[src/rtl/spi_core_arbiter.sv]
// Round-robin arbiter that shares one spi_core between N_REQ requesters.
// Sequences go/wait/release for each transfer and aborts a silent core after TIMEOUT_CYCLES.
module spi_core_arbiter #(
    parameter int unsigned N_REQ          = 4,
    parameter int unsigned TIMEOUT_CYCLES = 1024
) (
    input  logic                 clk,
    input  logic                 reset,
    input  logic [N_REQ-1:0]     req,
    input  logic [32*N_REQ-1:0]  wdata,
    output logic [N_REQ-1:0]     gnt,
    output logic [N_REQ-1:0]     done,
    output logic [31:0]          rdata,
    output logic                 timeout_err,
    output logic                 busy,
    output logic                 spi_go,
    output logic [31:0]          spi_wdata,
    input  logic [31:0]          spi_rdata,
    input  logic                 spi_ready
);

    localparam int unsigned PTR_W = $clog2(N_REQ);
    localparam int unsigned CNT_W = $clog2(TIMEOUT_CYCLES);

    localparam logic [1:0] S_IDLE    = 2'd0;
    localparam logic [1:0] S_GO      = 2'd1;
    localparam logic [1:0] S_WAIT    = 2'd2;
    localparam logic [1:0] S_RELEASE = 2'd3;

    logic [1:0]       state, state_d;
    logic [PTR_W-1:0] ptr, ptr_d;
    logic [CNT_W-1:0] cnt, cnt_d;
    logic             ready_q;
    logic             rdy_rise;

    logic [N_REQ-1:0] gnt_d, done_d;
    logic [31:0]      rdata_d, spi_wdata_d;
    logic             timeout_err_d, busy_d, spi_go_d;

    logic [N_REQ-1:0] mask_lo, req_hi;
    logic [PTR_W-1:0] win_hi, win_any, win;
    logic [31:0]      wsel_hi, wsel_any, wsel;

    assign rdy_rise = spi_ready & ~ready_q;

    // Winner search: lowest set bit at or above ptr, else lowest set bit overall.
    always_comb begin
        win_hi   = '0;
        win_any  = '0;
        wsel_hi  = '0;
        wsel_any = '0;
        mask_lo  = (N_REQ'(1) << ptr) - N_REQ'(1);
        req_hi   = req & ~mask_lo;
        for (int j = N_REQ - 1; j >= 0; j--) begin
            if (req[j]) begin
                win_any  = PTR_W'(j);
                wsel_any = wdata[32*j +: 32];
            end
            if (req_hi[j]) begin
                win_hi  = PTR_W'(j);
                wsel_hi = wdata[32*j +: 32];
            end
        end
        win  = (req_hi != '0) ? win_hi  : win_any;
        wsel = (req_hi != '0) ? wsel_hi : wsel_any;
    end

    // Next-state and next-output logic.
    always_comb begin
        state_d       = state;
        ptr_d         = ptr;
        cnt_d         = cnt;
        gnt_d         = gnt;
        done_d        = done;
        rdata_d       = rdata;
        timeout_err_d = timeout_err;
        spi_go_d      = spi_go;
        spi_wdata_d   = spi_wdata;
        case (state)
            S_IDLE: begin
                spi_go_d = 1'b0;
                if ((req != '0) && !spi_ready) begin
                    gnt_d       = N_REQ'(1) << win;
                    spi_wdata_d = wsel;
                    spi_go_d    = 1'b1;
                    ptr_d       = (win == PTR_W'(N_REQ - 1)) ? '0 : win + 1'b1;
                    state_d     = S_GO;
                end
            end
            S_GO: begin
                spi_go_d = 1'b0;
                cnt_d    = '0;
                state_d  = S_WAIT;
            end
            S_WAIT: begin
                if (rdy_rise) begin
                    rdata_d = spi_rdata;
                    done_d  = gnt;
                    state_d = S_RELEASE;
                end else if (cnt == CNT_W'(TIMEOUT_CYCLES - 1)) begin
                    rdata_d       = '0;
                    done_d        = gnt;
                    timeout_err_d = 1'b1;
                    state_d       = S_RELEASE;
                end else begin
                    cnt_d = cnt + 1'b1;
                end
            end
            S_RELEASE: begin
                done_d        = '0;
                timeout_err_d = 1'b0;
                gnt_d         = '0;
                // A held data_pack_ready must fall before a new transfer may start.
                if (!spi_ready) state_d = S_IDLE;
            end
            default: state_d = S_IDLE;
        endcase
        busy_d = (state_d != S_IDLE);
    end

    always_ff @(posedge clk) begin
        if (reset) begin
            state       <= S_IDLE;
            ptr         <= '0;
            cnt         <= '0;
            ready_q     <= 1'b0;
            gnt         <= '0;
            done        <= '0;
            rdata       <= '0;
            timeout_err <= 1'b0;
            busy        <= 1'b0;
            spi_go      <= 1'b0;
            spi_wdata   <= '0;
        end else begin
            state       <= state_d;
            ptr         <= ptr_d;
            cnt         <= cnt_d;
            ready_q     <= spi_ready;
            gnt         <= gnt_d;
            done        <= done_d;
            rdata       <= rdata_d;
            timeout_err <= timeout_err_d;
            busy        <= busy_d;
            spi_go      <= spi_go_d;
            spi_wdata   <= spi_wdata_d;
        end
    end

endmodule
[config.mk]
export PLATFORM = sky130hd
export DESIGN_NAME = spi_core_arbiter
export DESIGN_NICKNAME = d
export VERILOG_FILES = /design/src/rtl/spi_core_arbiter.sv
export SDC_FILE = /design/constraint.sdc
export NUM_CORES = 1
export LEC_CHECK = 0
export BUFFER_PORTS_ARGS = -buffer_cell sky130_fd_sc_hd__buf_2
export CAP_MARGIN = 20
export CORE_MARGIN = 4
export CORE_UTILIZATION = 25
export DETAILED_ROUTE_END_ITERATION = 10
export PLACE_DENSITY = 0.47
export REMOVE_ABC_BUFFERS = 1
export SLEW_MARGIN = 25
export SYNTH_ARGS = -nofsm -noshare
export SYNTH_HDL_FRONTEND = slang
export SYNTH_SLANG_ARGS = --single-unit
[constraint.sdc]
create_clock -name clk -period 4 [get_ports clk]
set_clock_uncertainty 0.1 [all_clocks]
set_input_delay 1 -clock clk [delete_from_list [all_inputs] [get_ports clk]]
set_output_delay 1 -clock clk [all_outputs]
set_load 0.02 [all_outputs]
[Word level (Yosys, flattened, before mapping)]
Index checks and enable logic that the tools add are counted.
Storage, ports and cells
  bits in registers: 90
  output and inout port bits: 75
Operators by class
  eq/ne operators: 10
  reduce and logical (&&, ||, !) cells: 17
  bitwise operators: 4
  add/sub/neg operators: 3
  shift-type cells: 2
  multiplexer cells: 39
Operators with widths (count)
  two-way mux 32 bit: 11
  two-way mux 2 bit: 14
  two-way mux 10 bit: 2
  one-hot mux 10 bit (2 select lines): 1
  one-hot mux 4 bit (2 select lines): 2
  two-way mux 4 bit: 3
  nonzero test 2 bit: 6
  adder 10 x 1 -> 10 bit, second input constant: 1
  == test 10 bit, second input constant: 1
  != test 2 bit, second input constant: 4
  one-hot mux 2 bit (4 select lines): 1
  AND reduction 2 bit: 4
  nonzero test 4 bit: 2
  left shift 1 x 2 -> 4 bit, first input constant: 2
  == test 2 bit, second input constant: 3
  AND reduction 3 bit: 2
  bitwise AND 4 bit: 1
  inverter 4 bit: 1
  one-hot mux 1 bit (2 select lines): 2
  subtractor 4 x 2 -> 4 bit, second input constant: 1
  two-way mux 1 bit: 3
  != test 3 bit, second input constant: 1
  adder 2 x 1 -> 2 bit, second input constant: 1
  == test 2 x 1 -> 1 bit, second input constant: 1
  5 further kinds: 5

[Longest topological paths before layout]
Gate-level depths: netlist (run 1).
  word-level depth: 12
  mapped depth: 11

[Worst setup path after synthesis (run 1)]
OpenSTA, ideal clock, no wires.
  kind: input port to flip-flop
  from: input port req[1]
  to: register ptr[1]
  slack: 1294 ps
  arrival: 2474 ps
  stages on the path: 11
  cells stage by stage: buf_2 inv_1 clkbuf_1 clkbuf_1 nand2_1 a21oi_1 o21ai_0 inv_1 ha_1 nand2_1 a21oi_1
Between the ends
  word-level cells in the longest chain between the ends: 6
RTL lines
  start, declared: line 9  | input logic [N_REQ-1:0] req,
  bitwise AND 4 bit: line 53  | req_hi = req & ~mask_lo;
  two-way mux 2 bit (2 in series): line 59  | if (req_hi[j]) begin
  two-way mux 2 bit: line 64  | win = (req_hi != '0) ? win_hi : win_any;
  adder 2 x 1 -> 2 bit or == test 2 bit (tied branches): line 86  | ptr_d = (win == PTR_W'(N_REQ - 1)) ? '0 : win + 1'b1;
  two-way mux 2 bit: line 86
  end signal, assigned: line 136  | ptr <= ptr_d;
  end, declared: line 31  | logic [PTR_W-1:0] ptr, ptr_d;
Parallel ways exist; a longest one is shown, timed or not.
A chain may end at the register's enable or synchronous reset.

[Final worst setup path (run 1)]
  from: input port req[0]
  to: register spi_wdata[1]
Between the ends
  word-level cells in the longest chain between the ends: 3
RTL lines
  bitwise AND 4 bit or nonzero test 4 bit (tied branches): line 53, 82
  nonzero test 4 bit (tied with other cells): line 65  | wsel = (req_hi != '0) ? wsel_hi : wsel_any;
  two-way mux 32 bit or AND reduction 2 bit (tied branches)
  end signal, assigned: line 145  | spi_wdata <= spi_wdata_d;
  end, declared: line 17  | output logic [31:0] spi_wdata,
Parallel ways exist; a longest one is shown, timed or not.

==> results of run 1 <==
## how the worst min path moves through the flow
stage	from	endpoint	slack, ns
4_1_cts	done[1]$_SDFFE_PP0P_	done[1]$_SDFFE_PP0P_	0.37
6_report	done[1]$_SDFFE_PP0P_	done[1]$_SDFFE_PP0P_	0.36
3_3_place_gp	rdata[14]$_SDFFE_PP0P_	rdata[14]$_SDFFE_PP0P_	0.35
3_5_place_dp	rdata[25]$_SDFFE_PP0P_	rdata[25]$_SDFFE_PP0P_	0.35
5_1_grt	rdata[10]$_SDFFE_PP0P_	rdata[10]$_SDFFE_PP0P_	0.38
2_1_floorplan	cnt[9]$_SDFFE_PP0P_	cnt[9]$_SDFFE_PP0P_	0.35
## stage by stage
step | worst slack [ns] | util | hold slack [ns] | std cells
after global routing | 0.854 | 0.340 | 0.384 | 1205
after global placement | 0.763 | 0.325 | 0.352 | 1186
after CTS | 1.11 | 0.339 | 0.369 | 1202
final | 1.06 | 0.340 | 0.363 | 1205
after floorplan | -0.609 | - | 0.352 | 648
after detailed placement | 0.707 | 0.325 | 0.349 | 1186
## final cells by class
| class | count | area, um^2 | share of cell area |
|---|---|---|---|
| multi-input combinational | 550 | 3360 | 0.464 |
| sequential | 90 | 1800 | 0.249 |
| timing repair buffer | 263 | 1380 | 0.191 |
| tap | 275 | 344 | 0.0476 |
| clock buffer | 9 | 225 | 0.0312 |
| clock inverter | 7 | 78.8 | 0.0109 |
| inverter | 8 | 30.0 | 0.00415 |
| antenna | 3 | 7.51 | 0.00104 |
## synth_stat cells (2+ instances only)
master	n	area, um^2
a31oi_1	13	81.3
a311oi_1	23	201
a21oi_2	2	17.5
nand3b_1	3	22.5
buf_1	7	26.3
a22oi_1	3	22.5
xnor2_1	4	35.0
inv_1	7	26.3
a211oi_1	9	67.6
nor2_1	72	270
or3_1	17	106
a221o_1	3	30.0
a221oi_1	3	26.3
nor2b_1	7	43.8
clkbuf_1	49	184
nand3_1	33	165
and3_1	7	43.8
nand2b_1	14	87.6
o21a_1	8	60.1
dfxtp_1	90	1800
o21ai_0	23	115
nand2_1	64	240
a21oi_1	90	450
nor4_1	9	56.3
nor3_1	6	30.0
o221ai_1	4	35.0
o22a_1	15	131
ha_1	5	62.6
a22o_1	33	289
o211ai_1	3	22.5
o22ai_1	27	169
or4_1	2	15.0
a31o_2	2	17.5
buf_2	18	90.1
o32a_1	6	60.1
nor3b_1	3	22.5
o2111ai_1	18	158
## cell families (layout without fill, tap and decap cells)
family / Yosys count / after routing / share of synthesized area
AOI/OAI and AO/OA: 295 / 295 / 0.374
xor gates and xnor gates: 4 / 4 / 0.00640
adders and majority gates: 5 / 5 / 0.0114
buffers and inverters: 83 / 287 / 0.0613
DFF: 90 / 90 / 0.329
muxes: 1 / 1 / 0.00206
other: 0 / 3 / 0
and+or+nand+nor: 245 / 245 / 0.215
## flip-flops by register name (all words and copies together) (netlist names)
| name | flops |
|---|---|
| busy | 1 |
| cnt | 10 |
| done | 4 |
| gnt | 4 |
| ptr | 2 |
| rdata | 32 |
| ready_q | 1 |
| spi_go | 1 |
| spi_wdata | 32 |
| state | 2 |
| timeout_err | 1 |
## routing by layer
layer  share of wire  routed length [um]  vias to the layer above  track usage
li1                -                   -                     3145            -
met1            0.44               10300                     2961        0.250
met2            0.46               10900                      299        0.302
met3           0.079                1870                       36       0.0433
met4           0.020                 481                        4       0.0596
met5          0.0011                  27                        -            0
## worst max-delay path, delay by kind of cell
family | cells | cell delay [ns]
buffers and inverters | 2 | 0.63
AO/OA/AOI/OAI | 3 | 0.66
AND/OR/NAND/NOR | 2 | 0.79
## where the power goes
group	internal [W]	total [W]	switching (W)
clock network	0.000446	0.000890	0.000444
registers	0.000955	0.00100	0.0000497
logic	0.000280	0.000736	0.000456
total	0.00168	0.00263	0.000950
==> impl_results.html, run 1 <==
<table>
<tr><th>Metric</th><th>Value</th></tr>
<tr><th colspan="2">Routing</th></tr>
<tr><td>ANT nets after route</td><td>0</td></tr>
<tr><td>Via Count</td><td>6445</td></tr>
<tr><td>Wirelength per Cell</td><td>19.6 um</td></tr>
<tr><td>1st-iter DRT viols</td><td>535</td></tr>
<tr><td>Remaining routing DRC violations</td><td>0</td></tr>
<tr><td>Number of iterations in the first detailed-routing pass</td><td>5</td></tr>
<tr><td>Aggregate routed wire length</td><td>23.6 mm</td></tr>
<tr><td>Detail-routed via count per cell</td><td>5.35</td></tr>
<tr><th colspan="2">Synth</th></tr>
<tr><td>Total standard cell area after synthesis</td><td>5470 um^2</td></tr>
<tr><td>Warning count from the yosys run</td><td>0</td></tr>
<tr><td>Count of different cell masters after synthesis</td><td>58</td></tr>
<tr><td>Post-synth EDFFs</td><td>0</td></tr>
<tr><td>Post-synth top flop</td><td>dfxtp_1</td></tr>
<tr><td>Synthesized area per cell</td><td>7.57 um^2</td></tr>
<tr><td>Post-synthesis async set-or-reset flop share</td><td>0</td></tr>
<tr><td>Sequential fraction of the synthesis area</td><td>0.329</td></tr>
<tr><td>Synthesized instance count</td><td>723</td></tr>
<tr><td>Number of flip-flops and latches in the synthesized netlist</td><td>90</td></tr>
<tr><th colspan="2">STA</th></tr>
<tr><td>Final total negative setup slack</td><td>0 ns</td></tr>
<tr><td>Total setup violations reported at the end of the flow</td><td>0</td></tr>
<tr><td>Unrepaired setup endpoints after global routing</td><td>false</td></tr>
<tr><td>Count of final max-slew check failures</td><td>0</td></tr>
<tr><td>Highest achievable clock rate</td><td>340 MHz</td></tr>
<tr><td>Final period util</td><td>0.736</td></tr>
<tr><td>Tightest Pin Transition</td><td>0.731 ns</td></tr>
<tr><td>Endpoints failing hold</td><td>0</td></tr>
<tr><td>Shortest clock period the worst path allows after layout</td><td>2.94 ns</td></tr>
<tr><td>Worst relative slew slack</td><td>0.510</td></tr>
<tr><th colspan="2">Pwr</th></tr>
<tr><td>Final total power</td><td>0.00263 W</td></tr>
<tr><td>Max IR drop VDD</td><td>0.173 mV</td></tr>
<tr><td>Power per standard cell area</td><td>364 nW/um^2</td></tr>
<tr><td>Leakage</td><td>3.04 nW</td></tr>
<tr><th colspan="2">Cells and area</th></tr>
<tr><td>Synth-to-layout area growth</td><td>32.1%</td></tr>
<tr><td>Most common cell after layout, fill and taps aside</td><td>buf_2</td></tr>
<tr><td>Summed area of non-filler cells in the final layout</td><td>7230 um^2</td></tr>
<tr><td>Highest-count cells in the layout ignoring fill and taps</td><td>buf_2 (241), a21oi_1 (89), dfxtp_1 (89)</td></tr>
<tr><td>Number of nets in the final layout</td><td>1094</td></tr>
<tr><td>Filler cell count</td><td>2336</td></tr>
<tr><td>Ratio of cells with drive above 1 in the final layout</td><td>0.319</td></tr>
<tr><th colspan="2">Worst setup path</th></tr>
<tr><td>Critical Path RT</td><td>4.16 ns</td></tr>
<tr><td>Maximum cell stage delay along the critical path</td><td>0.42 ns</td></tr>
<tr><td>Type of origin of the critical path</td><td>input pin</td></tr>
<tr><td>Slowest stage cell on the critical path</td><td>nand2b_1</td></tr>
<tr><td>Cell count of the worst reg-to-reg path</td><td>7</td></tr>
<tr><td>Worst path arrival time</td><td>3.11 ns</td></tr>
<tr><td>Kind of end point of the critical path</td><td>flop</td></tr>
<tr><td>Reg2reg setup slack</td><td>1.28 ns</td></tr>
<tr><td>Critical Setup Path Class</td><td>in2reg</td></tr>
<tr><td>Largest fanout on the critical path</td><td>24</td></tr>
<tr><td>Capturing point of the worst reg2reg path</td><td>spi_wdata[8]$_SDFFE_PP0P_</td></tr>
<tr><td>Worst setup path start</td><td>req[0]</td></tr>
<tr><td>Worst path cell trace</td><td>buf_2, nand2b_1, a21oi_2, nor3_4, buf_4, o2111ai_1, a311oi_1</td></tr>
<tr><td>Worst setup endpoint</td><td>spi_wdata[1]$_SDFFE_PP0P_</td></tr>
<tr><td>Critical R2R Launch</td><td>ptr[0]$_SDFFE_PP0P_</td></tr>
<tr><th colspan="2">CTS</th></tr>
<tr><td>Clk slew on worst S/H paths</td><td>0.08 ns</td></tr>
<tr><td>Clock root buffer master</td><td>clkbuf_16</td></tr>
<tr><td>Cells resized by post-CTS repair</td><td>0</td></tr>
<tr><td>CTS Buf Count</td><td>9</td></tr>
<tr><td>TritonCTS clock tree</td><td>done</td></tr>
<tr><td>Sinks on the clock net</td><td>90</td></tr>
<tr><td>Clock latency at the later pin of the worst-skew pair</td><td>0.35 ns</td></tr>
<tr><td>Post-CTS Setup Bufs</td><td>0</td></tr>
<tr><td>Number of H-tree levels</td><td>3</td></tr>
<tr><td>Deepest clock path buffer count</td><td>2</td></tr>
<tr><td>Count of hold buffers inserted by post-cts repair</td><td>0</td></tr>
<tr><th colspan="2">Hold path</th></tr>
<tr><td>Class of the most critical hold timing path</td><td>reg2reg</td></tr>
<tr><td>Worst hold path depth</td><td>2</td></tr>
<tr><th colspan="2">GRT</th></tr>
<tr><td>Initial antenna violation count</td><td>5</td></tr>
<tr><td>Residual overflow from global routing</td><td>0</td></tr>
<tr><td>GRT Resource Usage Total</td><td>0.188</td></tr>
<tr><td>Via count of the first global-routing pass</td><td>6409</td></tr>
<tr><td>Global-route wire length before repair</td><td>36.2 mm</td></tr>
<tr><td>Largest net degree at the start of global routing</td><td>62</td></tr>
<tr><th colspan="2">Status</th></tr>
<tr><td>Status</td><td>finished clean</td></tr>
<tr><th colspan="2">Place</th></tr>
<tr><td>Placer Congestion</td><td>0.797</td></tr>
<tr><td>Standard cell area after detailed placement</td><td>6920 um^2</td></tr>
<tr><td>Sum of net half-perimeters after detailed placement</td><td>16.7 mm</td></tr>
<tr><td>I/O Buffers</td><td>241</td></tr>
<tr><th colspan="2">Floorplan</th></tr>
<tr><td>Overall die width</td><td>156 um</td></tr>
<tr><td>I/O pin total</td><td>242</td></tr>
<tr><td>Die ar.</td><td>24300 um^2</td></tr>
<tr><td>Height of the die</td><td>156 um</td></tr>
<tr><td>Site Rows</td><td>53</td></tr>
<tr><td>Core Region</td><td>21300 um^2</td></tr>
<tr><td>Initial standard-cell utilization of the core</td><td>0.257</td></tr>
<tr><th colspan="2">Run</th></tr>
<tr><td>Max-cap violations</td><td>0</td></tr>
</table>
Power figures use the tool's default switching activity.
==> inputs of run 2 (changes only) <==
--- a/config.mk
+++ b/config.mk
@@ -5,6 +5,7 @@
 export SDC_FILE = /design/constraint.sdc
 export NUM_CORES = 1
 export LEC_CHECK = 0
+export ABC_AREA = 1
 export BUFFER_PORTS_ARGS = -buffer_cell sky130_fd_sc_hd__buf_2
 export CAP_MARGIN = 20
 export CORE_MARGIN = 4
==> constraint.sdc (replaced) <==
create_clock -name clk -period 2.45 [get_ports clk]
set_clock_uncertainty 0.1 [all_clocks]
set_input_delay 0.6125 -clock clk [delete_from_list [all_inputs] [get_ports clk]]
set_output_delay 0.6125 -clock clk [all_outputs]
set_load 0.02 [all_outputs]
==> impl_results.html, run 2 <==
<table>
<tr><th>Metric</th><th>Value</th></tr>
<tr><th colspan="2">CTS</th></tr>
<tr><td>Cells resized by post-CTS repair</td><td>0</td></tr>
<tr><td>Clk slew on worst S/H paths</td><td>0.07 ns</td></tr>
<tr><td>Deepest clock path buffer count</td><td>2</td></tr>
<tr><td>Clock latency at the later pin of the worst-skew pair</td><td>0.35 ns</td></tr>
<tr><td>Count of hold buffers inserted by post-cts repair</td><td>0</td></tr>
<tr><td>Post-CTS Setup Bufs</td><td>0</td></tr>
<tr><td>Number of H-tree levels</td><td>3</td></tr>
<tr><td>Sinks on the clock net</td><td>90</td></tr>
<tr><td>TritonCTS clock tree</td><td>done</td></tr>
<tr><td>Clock root buffer master</td><td>clkbuf_16</td></tr>
<tr><td>CTS Buf Count</td><td>9</td></tr>
<tr><th colspan="2">Floorplan</th></tr>
<tr><td>Height of the die</td><td>166 um</td></tr>
<tr><td>Initial standard-cell utilization of the core</td><td>0.255</td></tr>
<tr><td>I/O pin total</td><td>242</td></tr>
<tr><td>Die ar.</td><td>27600 um^2</td></tr>
<tr><td>Core Region</td><td>24500 um^2</td></tr>
<tr><td>Overall die width</td><td>166 um</td></tr>
<tr><td>Site Rows</td><td>57</td></tr>
<tr><th colspan="2">Synth</th></tr>
<tr><td>Post-synth EDFFs</td><td>0</td></tr>
<tr><td>Top cell types by occurrence after synthesis</td><td>nand2_1 (415), nor2_1 (107), nand3_1 (101)</td></tr>
<tr><td>Synthesized area per cell</td><td>5.73 um^2</td></tr>
<tr><td>Warning count from the yosys run</td><td>0</td></tr>
<tr><td>Adder-cell area share of the yosys netlist</td><td>0.0100</td></tr>
<tr><td>Post-synth top flop</td><td>dfxtp_1</td></tr>
<tr><td>Synth Area in Compound Gates</td><td>0.157</td></tr>
<tr><td>Yosys top cell by area</td><td>dfxtp_1</td></tr>
<tr><td>Synthesized instance count</td><td>1091</td></tr>
<tr><td>Synth top area share</td><td>0.288</td></tr>
<tr><td>Leading post-synthesis cells by cell area</td><td>dfxtp_1 (29%), nand2_1 (25%), nand3_1 (8.1%)</td></tr>
<tr><td>Sequential fraction of the synthesis area</td><td>0.288</td></tr>
<tr><td>Total standard cell area after synthesis</td><td>6250 um^2</td></tr>
<tr><td>Post-synthesis async set-or-reset flop share</td><td>0</td></tr>
<tr><td>Most numerous cell in the Yosys netlist</td><td>nand2_1</td></tr>
<tr><td>Post-synthesis mux area share</td><td>0</td></tr>
<tr><td>Synthesized-area fraction occupied by and/or/nand/nor cells</td><td>0.433</td></tr>
<tr><td>Number of flip-flops and latches in the synthesized netlist</td><td>90</td></tr>
<tr><td>Synth Area in XOR/XNOR</td><td>0</td></tr>
<tr><td>Count of different cell masters after synthesis</td><td>32</td></tr>
<tr><td>Combinational family with the most area after synthesis</td><td>simple AND/OR/NAND/NOR gates</td></tr>
<tr><th colspan="2">STA</th></tr>
<tr><td>Endpoints failing hold</td><td>0</td></tr>
<tr><td>Final total negative setup slack</td><td>0 ns</td></tr>
<tr><td>WHS</td><td>0.358 ns</td></tr>
<tr><td>Shortest clock period the worst path allows after layout</td><td>1.99 ns</td></tr>
<tr><td>Final period util</td><td>0.813</td></tr>
<tr><td>Unrepaired setup endpoints after global routing</td><td>false</td></tr>
<tr><td>Total setup violations reported at the end of the flow</td><td>0</td></tr>
<tr><td>Count of final max-slew check failures</td><td>0</td></tr>
<tr><td>Worst relative slew slack</td><td>0.681</td></tr>
<tr><td>Highest achievable clock rate</td><td>502 MHz</td></tr>
<tr><td>Tightest Pin Transition</td><td>0.477 ns</td></tr>
<tr><th colspan="2">Hold path</th></tr>
<tr><td>Worst hold path depth</td><td>2</td></tr>
<tr><td>Class of the most critical hold timing path</td><td>reg2reg</td></tr>
<tr><td>Beginning of the worst hold path</td><td>spi_go$_SDFFE_PP0P_</td></tr>
<tr><td>Destination of the worst hold path</td><td>spi_go$_SDFFE_PP0P_</td></tr>
<tr><th colspan="2">Cells and area</th></tr>
<tr><td>Ratio of cells with drive above 1 in the final layout</td><td>0.247</td></tr>
<tr><td>Highest-count cells in the layout ignoring fill and taps</td><td>nand2_1 (414), buf_2 (240), nor2_1 (107)</td></tr>
<tr><td>Synth-to-layout area growth</td><td>30.2%</td></tr>
<tr><td>Number of nets in the final layout</td><td>1483</td></tr>
<tr><td>Top Registers</td><td>rdata: 32 flops, spi_wdata: 32 flops, cnt: 10 flops</td></tr>
<tr><td>Most common cell after layout, fill and taps aside</td><td>nand2_1</td></tr>
<tr><td>Post-route non-filler standard cell count</td><td>1644</td></tr>
<tr><td>Filler cell count</td><td>2785</td></tr>
<tr><td>Utilization after layout</td><td>0.332</td></tr>
<tr><th colspan="2">Worst setup path</th></tr>
<tr><td>Critical R2R Launch</td><td>cnt[1]$_SDFFE_PP0P_</td></tr>
<tr><td>Cell count of the worst reg-to-reg path</td><td>9</td></tr>
<tr><td>Critical Path RT</td><td>2.58 ns</td></tr>
<tr><td>Largest fanout on the critical path</td><td>38</td></tr>
<tr><td>Reg2reg setup slack</td><td>0.46 ns</td></tr>
<tr><td>Critical Setup Path Class</td><td>reg2reg</td></tr>
<tr><td>Type of origin of the critical path</td><td>flop</td></tr>
<tr><td>Capturing point of the worst reg2reg path</td><td>done[3]$_SDFFE_PP0P_</td></tr>
<tr><td>Kind of end point of the critical path</td><td>flop</td></tr>
<tr><td>Worst path arrival time</td><td>2.13 ns</td></tr>
<tr><th colspan="2">Routing</th></tr>
<tr><td>Via Count</td><td>7578</td></tr>
<tr><td>Highest signal layer in the routed design</td><td>met5</td></tr>
<tr><td>ANT nets after route</td><td>0</td></tr>
<tr><td>Detail-routed via count per cell</td><td>4.61</td></tr>
<tr><td>Wirelength per Cell</td><td>15.5 um</td></tr>
<tr><td>Aggregate routed wire length</td><td>25.4 mm</td></tr>
<tr><td>Remaining routing DRC violations</td><td>0</td></tr>
<tr><td>Number of iterations in the first detailed-routing pass</td><td>5</td></tr>
<tr><td>1st-iter DRT viols</td><td>425</td></tr>
<tr><td>Met1 Wirelength</td><td>11.4 mm</td></tr>
<tr><td>Total length of routed met2 wires</td><td>11.5 mm</td></tr>
<tr><td>Routed length on met3</td><td>2.19 mm</td></tr>
<tr><th colspan="2">Status</th></tr>
<tr><td>Status</td><td>finished clean</td></tr>
<tr><th colspan="2">Place</th></tr>
<tr><td>I/O Buffers</td><td>241</td></tr>
<tr><td>Placer Congestion</td><td>0.845</td></tr>
<tr><td>Placed instance count</td><td>1624</td></tr>
<tr><td>Sum of net half-perimeters after detailed placement</td><td>19.1 mm</td></tr>
<tr><th colspan="2">Pwr</th></tr>
<tr><td>Part of the total power dissipated in sequential elements</td><td>0.356</td></tr>
<tr><td>Switching portion of total power</td><td>0.368</td></tr>
<tr><td>Power per standard cell area</td><td>569 nW/um^2</td></tr>
<tr><td>Int Power</td><td>0.00292 W</td></tr>
<tr><td>Max IR drop VDD</td><td>0.361 mV</td></tr>
<tr><td>Clock share of power</td><td>0.316</td></tr>
<tr><td>Leakage</td><td>4.25 nW</td></tr>
<tr><td>Switching power summed over all nets</td><td>0.00170 W</td></tr>
<tr><td>Final total power</td><td>0.00462 W</td></tr>
<tr><td>Fraction of power consumed by combinational cells</td><td>0.328</td></tr>
<tr><th colspan="2">GRT</th></tr>
<tr><td>Via count of the first global-routing pass</td><td>7170</td></tr>
<tr><td>Initial antenna violation count</td><td>8</td></tr>
<tr><td>Largest net degree at the start of global routing</td><td>40</td></tr>
<tr><td>GRT Resource Usage Total</td><td>0.178</td></tr>
<tr><td>Global-route wire length before repair</td><td>40.0 mm</td></tr>
<tr><td>Residual overflow from global routing</td><td>0</td></tr>
<tr><th colspan="2">Run</th></tr>
<tr><td>Max-cap violations</td><td>0</td></tr>
</table>
==> run 2: cell count changes after synthesis, moves of 17 or more <==
| cell | delta |
|---|---|
| o2111ai_1 | -18 |
| o21ai_0 | +24 |
| nand2_1 | +351 |
| nand3_1 | +68 |
| a311oi_1 | -23 |
| inv_1 | +84 |
| a22o_1 | -33 |
| nor2_1 | +35 |
| clkbuf_1 | -27 |
| o22ai_1 | -25 |
| or3_1 | -17 |
| buf_2 | +18 |
==> run 2: worst max-delay path by stage <==
stage	from	end	cells after the start
after floorplan	req[0]	ptr[1]$_SDFFE_PP0P_	9
after global placement	req[2]	ptr[1]$_SDFFE_PP0P_	8
after detailed placement	req[2]	ptr[1]$_SDFFE_PP0P_	8
after CTS	cnt[1]$_SDFFE_PP0P_	done[1]$_SDFFE_PP0P_	9
after global routing	cnt[1]$_SDFFE_PP0P_	rdata[20]$_SDFFE_PP0P_	9
final	cnt[1]$_SDFFE_PP0P_	done[3]$_SDFFE_PP0P_	9
==> run 2: logic make-up after synthesis <==
kind of cell	Yosys count
adders and majority gates	5
buffers and inverters	164
and+or+nand+nor	659
DFF	90
AOI/OAI and AO/OA	173
==> run 2: cell type report <==
| class | count | area (um^2) | area share |
|---|---|---|---|
| sequential | 90 | 1800 | 0.222 |
| antenna | 4 | 10.0 | 0.00123 |
| timing repair buffer | 276 | 1500 | 0.184 |
| inverter | 97 | 364 | 0.0448 |
| multi-input combinational | 837 | 3750 | 0.461 |
| clock inverter | 6 | 78.8 | 0.00969 |
| tap | 324 | 405 | 0.0499 |
| clock buffer | 10 | 229 | 0.0282 |
==> run 2: per-layer routing <==
metal	track usage	vias to the layer above
li1	-	3899
met1	0.232	3345
met2	0.289	293
met3	0.0559	31
met4	0.0416	10
met5	0	-
==> run 2: power by group through the flow <==
stage,Combinational [W],Sequential [W],Clock (W)
floorplan,0.000734,0.00179,0
global placement,0.00153,0.00168,0
detailed placement,0.00153,0.00168,0
CTS,0.00153,0.00165,0.00153
global route,0.00172,0.00166,0.00159
finish,0.00152,0.00165,0.00146
==> run 2: stage by stage <==
| stage | worst slack, ns | area [um^2] |
|---|---|---|
| 2_1_floorplan | -0.639 | 5910 |
| 3_3_place_gp | 0.288 | 7810 |
| 3_5_place_dp | 0.242 | 7810 |
| 4_1_cts | 0.438 | 8120 |
| 5_1_grt | 0.259 | 8130 |
| 6_report | 0.458 | 8130 |
==> run 2: worst max-delay path, cell delays in order (launching register included) <==
cell     delay (ns)
dfxtp_1        0.40
ha_1           0.27
nand2_2        0.10
nor2_4         0.17
nand3_1        0.14
nand2_2        0.18
nand2_2        0.07
buf_4          0.26
nand3_1        0.12
a21oi_1        0.07
